`config.mk`:
```
export PLATFORM = sky130hd
export DESIGN_NAME = parking_occupancy_tracker
export DESIGN_NICKNAME = d
export VERILOG_FILES = /design/src/rtl/parking_occupancy_tracker.sv
export SDC_FILE = /design/constraint.sdc
export NUM_CORES = 1
export LEC_CHECK = 0
export BUFFER_PORTS_ARGS = -buffer_cell sky130_fd_sc_hd__buf_2
export CELL_PAD_IN_SITES_DETAIL_PLACEMENT = 2
export CELL_PAD_IN_SITES_GLOBAL_PLACEMENT = 2
export CORE_MARGIN = 2
export CORE_UTILIZATION = 25
export DETAILED_ROUTE_END_ITERATION = 10
export PLACE_DENSITY_LB_ADDON = 0.1
export SLEW_MARGIN = 20
export SYNTH_ARGS = -nofsm -noshare
export SYNTH_HDL_FRONTEND = slang
export SYNTH_SLANG_ARGS = --single-unit
```
`constraint.sdc`:
```
create_clock -name clk -period 3.75 [get_ports clk]
set_input_delay 0.375 -clock clk [delete_from_list [all_inputs] [get_ports clk]]
set_output_delay 0.375 -clock clk [all_outputs]
set_load 0.05 [all_outputs]
```
`src/rtl/parking_occupancy_tracker.sv`:
```
// Debounced parking-slot occupancy map with counts, free-slot search and arrival/departure events.
// Each sensor bit must disagree with the committed map for DEBOUNCE enabled samples before it is committed.
module parking_occupancy_tracker #(
    parameter int SLOTS    = 8,
    parameter int DEBOUNCE = 3,
    parameter int CNT_W    = 4,
    parameter int IDX_W    = 3,
    parameter int TOTAL_W  = 16
) (
    input  logic               clk,
    input  logic               reset,
    input  logic               enable,
    input  logic [SLOTS-1:0]   sensor,
    output logic [SLOTS-1:0]   occupancy,
    output logic [CNT_W-1:0]   parked,
    output logic [CNT_W-1:0]   empty,
    output logic               full,
    output logic               vacant,
    output logic [IDX_W-1:0]   first_free,
    output logic               free_valid,
    output logic               arrived,
    output logic               departed,
    output logic               changed,
    output logic [TOTAL_W-1:0] total_entries
);

    localparam int DB_W = (DEBOUNCE > 1) ? $clog2(DEBOUNCE) : 1;
    localparam logic [DB_W-1:0]  DB_LAST = DB_W'(DEBOUNCE - 1);
    localparam logic [TOTAL_W:0] TOT_MAX = {1'b0, {TOTAL_W{1'b1}}};

    logic [SLOTS-1:0]   occ_q, occ_d;
    logic [SLOTS-1:0]   rise, fall;
    logic [DB_W-1:0]    cnt_q [SLOTS];
    logic [DB_W-1:0]    cnt_d [SLOTS];
    logic               arrived_q, departed_q;
    logic [TOTAL_W-1:0] total_q, total_d;
    logic [CNT_W-1:0]   n_rise;
    logic [TOTAL_W:0]   total_sum;
    logic [CNT_W-1:0]   parked_c;
    logic [IDX_W-1:0]   first_free_c;

    // Per-slot debounce: a sample equal to the committed bit restarts the run.
    always_comb begin
        occ_d = occ_q;
        rise  = '0;
        fall  = '0;
        for (int i = 0; i < SLOTS; i++) begin
            cnt_d[i] = cnt_q[i];
        end
        if (enable) begin
            for (int i = 0; i < SLOTS; i++) begin
                if (sensor[i] == occ_q[i]) begin
                    cnt_d[i] = '0;
                end else if (cnt_q[i] == DB_LAST) begin
                    occ_d[i] = sensor[i];
                    cnt_d[i] = '0;
                    rise[i]  = sensor[i];
                    fall[i]  = ~sensor[i];
                end else begin
                    cnt_d[i] = cnt_q[i] + DB_W'(1);
                end
            end
        end
    end

    // Lifetime entry counter adds every rising commit on the edge and saturates.
    always_comb begin
        n_rise = '0;
        for (int i = 0; i < SLOTS; i++) begin
            n_rise = n_rise + CNT_W'(rise[i]);
        end
        total_sum = {1'b0, total_q} + (TOTAL_W + 1)'(n_rise);
        total_d   = (total_sum > TOT_MAX) ? TOT_MAX[TOTAL_W-1:0] : total_sum[TOTAL_W-1:0];
    end

    always_ff @(posedge clk) begin
        if (reset) begin
            occ_q      <= '0;
            arrived_q  <= 1'b0;
            departed_q <= 1'b0;
            total_q    <= '0;
            for (int i = 0; i < SLOTS; i++) begin
                cnt_q[i] <= '0;
            end
        end else begin
            occ_q      <= occ_d;
            arrived_q  <= |rise;
            departed_q <= |fall;
            total_q    <= total_d;
            for (int i = 0; i < SLOTS; i++) begin
                cnt_q[i] <= cnt_d[i];
            end
        end
    end

    // Status outputs are decoded straight from the committed map, no extra latency.
    always_comb begin
        parked_c     = '0;
        first_free_c = '0;
        for (int i = 0; i < SLOTS; i++) begin
            parked_c = parked_c + CNT_W'(occ_q[i]);
        end
        for (int i = SLOTS - 1; i >= 0; i--) begin
            if (!occ_q[i]) begin
                first_free_c = IDX_W'(i);
            end
        end
    end

    assign occupancy     = occ_q;
    assign parked        = parked_c;
    assign empty         = CNT_W'(SLOTS) - parked_c;
    assign full          = (parked_c == CNT_W'(SLOTS));
    assign vacant        = (parked_c == '0);
    assign first_free    = first_free_c;
    assign free_valid    = ~full;
    assign arrived       = arrived_q;
    assign departed      = departed_q;
    assign changed       = arrived_q | departed_q;
    assign total_entries = total_q;

endmodule
```
Yosys cells after proc, flatten, opt, wreduce, memory -nomap -nowiden:

Memories as Yosys holds them, arrays and structs flattened.
Index checks and enable logic that the tools add are counted.

* memory bits (writable): 16
* memories kept: 1
* output and inout bits: 41
* register bits after elaboration: 26
* input port bits: 11

Memories
* cnt_q: words 8, width 2, read ports 8, clocked after memory_dff 0, write ports 8, RTL line 33 `logic [DB_W-1:0] cnt_q [SLOTS];`

* order comparisons: 1
* add/subtract/negate cells: 24
* reduce and logical (&&, ||, !) cells: 11
* bitwise gates (word level): 26
* eq/ne operators: 17
* mux-type cells: 71

Operator list (count)
* 2-to-1 mux 2 bit: 24
* 2-to-1 mux 1 bit: 35
* adder 4 x 1 -> 4 bit: 8
* 2-to-1 mux 16 bit: 2
* 2-to-1 mux 3 bit: 8
* AND reduction 3 bit: 8
* adder 16 x 4 -> 17 bit: 1
* > comparator 17 x 16 -> 1 bit, second input constant: 1
* NOT 1 bit: 17
* adder 2 x 1 -> 2 bit, second input constant: 8
* == test 2 bit, second input constant: 8
* 2-to-1 mux 8 bit: 2
* OR reduction 8 bit: 2
* OR 1 bit: 9
* adder 3 x 1 -> 4 bit: 2
* == test 1 bit: 8
* adder 2 x 1 -> 3 bit: 2
* adder 1 x 1 -> 2 bit: 2
* == test 4 bit, second input constant: 1
* logical NOT 4 bit: 1
* subtractor 4 bit, first input constant: 1

Longest topological paths before layout:

* word-level depth: 14
* depth in mapped cells: 16

Worst setup path after synthesis:

No wires, ideal clock.

* path kind: reg-to-output
* start point: register occ_q[1] (netlist: occupancy[1])
* end point: output port full
* data required time: 3.375 ns
* setup slack: -1.163 ns
* cell stages (with the launch flop): 11
* arrival time: 4.538 ns
* cells stage by stage: dfxtp_1 -> fa_1 -> inv_1 -> fa_1 -> fa_1 -> inv_1 -> ha_1 -> a21oi_1 -> nor2b_1 -> nand3_1 -> inv_1

* word-level cells in the longest chain between the ends: 8

Ends and longest elaborated chain
* from (decl): RTL line 31 `logic [SLOTS-1:0] occ_q, occ_d;`
* from (signal assigned): RTL line 78 `occ_q <= '0;`
* from (signal assigned): RTL line 86 `occ_q <= occ_d;`
* adder 1 x 1 -> 2 bit: RTL line 101 `parked_c = parked_c + CNT_W'(occ_q[i]);`
* adder 2 x 1 -> 3 bit: RTL line 101
* adder 3 x 1 -> 4 bit: RTL line 101
* adder 4 x 1 -> 4 bit (4 in series): RTL line 101
* via parked[3]: RTL line 15 `output logic [CNT_W-1:0] parked,`
* == test 4 bit: RTL line 113 `assign full = (parked_c == CNT_W'(SLOTS));`
* to (decl): RTL line 17 `output logic full,`

The timed path passes the listed nets, and every way through them passes these cells.

Final worst setup path:

* start point: register occ_q[3] (netlist: occupancy[3])
* end point: output port empty[3]

* word-level cells in the longest chain between the ends: 6

Ends and longest elaborated chain
* adder 3 x 1 -> 4 bit: RTL line 101
* adder 4 x 1 -> 4 bit (4 in series): RTL line 101
* subtractor 4 bit: RTL line 112 `assign empty = CNT_W'(SLOTS) - parked_c;`
* to (decl): RTL line 16 `output logic [CNT_W-1:0] empty,`

No other way between the ends.

==> impl_metrics.csv <==
group,metric,value,unit
outcome,status,"finished with violations",
outcome,violations,"negative setup slack",
yosys,netlist_area,2570,um2
yosys,synth_top_area_share,32.7,%
worst_setup_path,crit_arrival,3.67,ns
yosys,syn_nets,324,
sta,rsz0062_at_grt,"true",
worst_hold_path,worst_hold_path_type,"input port to flip-flop",
floorplanning,initial_core_util,26.0,%
sta,fin_crit_sh,108,%
floorplanning,io_pins,52,
global_route,antenna_found_initial,0,
yosys,syn-instance-count,294,
sta,slew_headroom,34.0,%
floorplanning,die_area,11100,um2
global_route,grt_pass1_wl,14.6,mm
power_and_ir_drop,power_density,251,nW/um2
yosys,syn_avg_cell_area,8.73,um2
yosys,yosysWarningCount,0,
place,hpwl,6.33,mm
global_route,grt_pass1_vias,2726,
clocking,clk_path_buf_depth,2,
global_route,overflow,0,
worst_setup_path,worstSetupPathType,"flip-flop to primary output",
sta,fmax,248,MHz
sta,hold_violations,0,
layout,drive_above_1_share,40.4,%
clocking,clock-sinks,42,
sta,whs,0.369,ns
route,drt-pass1-iter-count,4,
place,port_buffers,51,
power_and_ir_drop,ir_worst_vdd,140,uV
sta,max_slew.worst_pin.slew,0.990,ns
worst_setup_path,required,3.38,ns
global_route,grtUsageTotal,16.7,%
route,vias_per_cell,4.87,
clocking,clk_latency,0.30,ns
clocking,cts-htree-levels,2,
layout,layout.nets,410,
worst_setup_path,crit_chain,"fa_1 -> inv_2 -> fa_1 -> fa_1 -> inv_2 -> ha_4 -> fa_2 -> xnor2_2 -> inv_2 -> nor3_2 -> buf_4 -> xor2_4 -> buf_8",
yosys,synth_edf_count,0,
route,ant_nets,0,
layout,fin_util,37.7,%
yosys,synthArstFlopShare,0,%
worst_setup_path,slowest_stage,"fa_1",
power_and_ir_drop,p_leak,1.54,nW
route,vias,2502,
run,drv_cap,0,
layout,antenna_cells,0,
route,drtIter0Drc,52,
yosys,dominantRegCellSynth,"dfxtp_1",
yosys,yosys.area.top_type,"dfxtp_1",
clocking,cts_tree,"done",
worst_setup_path,max_stage_delay,0.55,ns
yosys,netlist_top_cells_area,"dfxtp_1 33%, fa_1 7.0%, nand2b_1 6.3%",
route,wl_per_cell,17.3,um
place,gp_congestion,0.769,
sta,setup_viol,17,
yosys,ys_ff_latch,42,
clocking,numCtsBuffers,5,
floorplanning,die_height,105,um
route,drc,0,
power_and_ir_drop,power,0.000935,W
floorplanning,rows,36,
worst_setup_path,crit_path_max_fanout,2,
sta,fin_ws,-0.290,ns
sta,fin_skew,0.0107,ns
worst_setup_path,start_kind,"flip-flop",
clocking,clk_pin_slew,0.09,ns
yosys,synth_cell_types,44,
floorplanning,die_w,105,um
sta,slew_violations,0,
layout,syn_to_final_growth,44.7,%
clocking,clockRootBuffer,"clkbuf_8",
worst_setup_path,cp-end-kind,"primary output",
yosys,synth-seq-area-share,32.7,%
route,routed_wl,8.88,mm
global_route,grt_max_degree,47,
sta,fin_crit,4.04,ns
floorplanning,core_area,9860,um2
-- timing repair --
item,in CTS,in global routing
hold buffers,0,0
pin swaps,21,20
resized for setup,46,20
buffers inserted,7,3
setup endpoints to repair,23,24
endpoints found under the hold margin,0,0
gates cloned,1,0
-- report_power, final --
part | internal, W | switching [W] | leakage [nW]
combinational | 0.0000449 | 0.0000617 | 1.14
sequential | 0.000452 | 0.00000677 | 0.345
clock | 0.000196 | 0.000173 | 0.0579
total | 0.000693 | 0.000241 | 1.54
-- cell usage after synthesis (all sizes together) (3+ instances only) --
master,number
xnor2,11
nor3b,17
a41oi,3
a211o,3
and3,4
o21ai,4
mux2i,8
a211oi,4
dfxtp,42
a21oi,26
buf,3
nand3,7
a31oi,5
fa,9
nand2b,26
nand3b,11
nand4,3
xor2,3
ha,10
nor3,13
nor2b,3
and2,3
nor4,6
inv,22
nand2,14
nor2,13
clkbuf,8
-- flip-flops by register name, summed over array words and instances (netlist names) --
register / count
departed: 1
total_entries: 16
occupancy: 8
arrived: 1
cnt_q: 16
-- layout make-up --
class / count / area [um2]
inverters: 22 / 86.3
fillers: 1080 / 6150
clock inverters: 3 / 40.0
well taps: 133 / 166
clock buffers: 5 / 68.8
multi-input cells: 220 / 1870
flip-flops and latches: 42 / 858
repair buffers: 89 / 624
-- final timing paths --
path / to / cells after the start / slack, ns / from
min: occupancy[4]$_SDFFE_PP0P_ / 3 / 0.37 / sensor[4]
max: empty[3] / 13 / -0.29 / occupancy[3]$_SDFFE_PP0P_
min reg2reg: cnt_q[1][1]$_SDFFE_PP0P_ / 2 / 0.49 / cnt_q[1][0]$_SDFFE_PP0P_
max reg2reg: total_entries[12]$_SDFF_PP0_ / 15 / -0.09 / cnt_q[0][4]$_SDFFE_PP0P_
-- critical path: cells and delay by family (launching register included) --
kind	cells	cell delay (ns)
DFF	1	0.35
adders and majority gates	5	2.08
xor gates and xnor gates	2	0.35
and+or+nand+nor	1	0.11
buffers and inverters	5	0.47
-- cell families after synthesis --
logic type,after synthesis,synth area share (%)
fa+ha+maj,19,11.9
xor+xnor,14,4.78
simple gates,126,29.8
mux,8,3.12
flops,42,32.7
buf+inv,33,5.07
compound gates,52,12.6
-- stage by stage --
stage	worst slack, ns	area, um2	cells	setup TNS (ns)
after floorplan	-0.234	2690	294	-1.73
after global placement	-0.342	3290	497	-4.77
after detailed placement	-0.410	3290	497	-5.83
after CTS	-0.301	3630	513	-2.25
after global routing	-0.466	3720	514	-4.77
final	-0.290	3720	514	-1.46
-- routing by layer --
metal  wire length [um]  part of all wire [%]  up-vias  track usage, %
met1               4090                    46     1246            21.5
met5                  0                     0        -               0
met3                275                   3.1        5            2.84
met4                 76                  0.86        0            3.43
li1                   -                     -     1209               -
met2               4440                    50       42            29.1
-- cells in the final DEF (no fill, tap or decap), drive strengths merged, types with 4 or more instances in the layout --
cell / netlist / layout
a21oi: 26 / 26
dfxtp: 42 / 42
and3: 4 / 4
nand2: 14 / 14
clkbuf: 8 / 5
nand3b: 11 / 11
a211oi: 4 / 4
fa: 9 / 9
xnor2: 11 / 11
ha: 10 / 10
nor3b: 17 / 17
nor4: 6 / 6
o21ai: 4 / 4
nand3: 7 / 7
a31oi: 5 / 5
buf: 3 / 89
inv: 22 / 21
mux2i: 8 / 8
nor3: 13 / 13
nand2b: 26 / 26
nor2: 13 / 13
No activity file was read; power rests on OpenSTA's default activity.
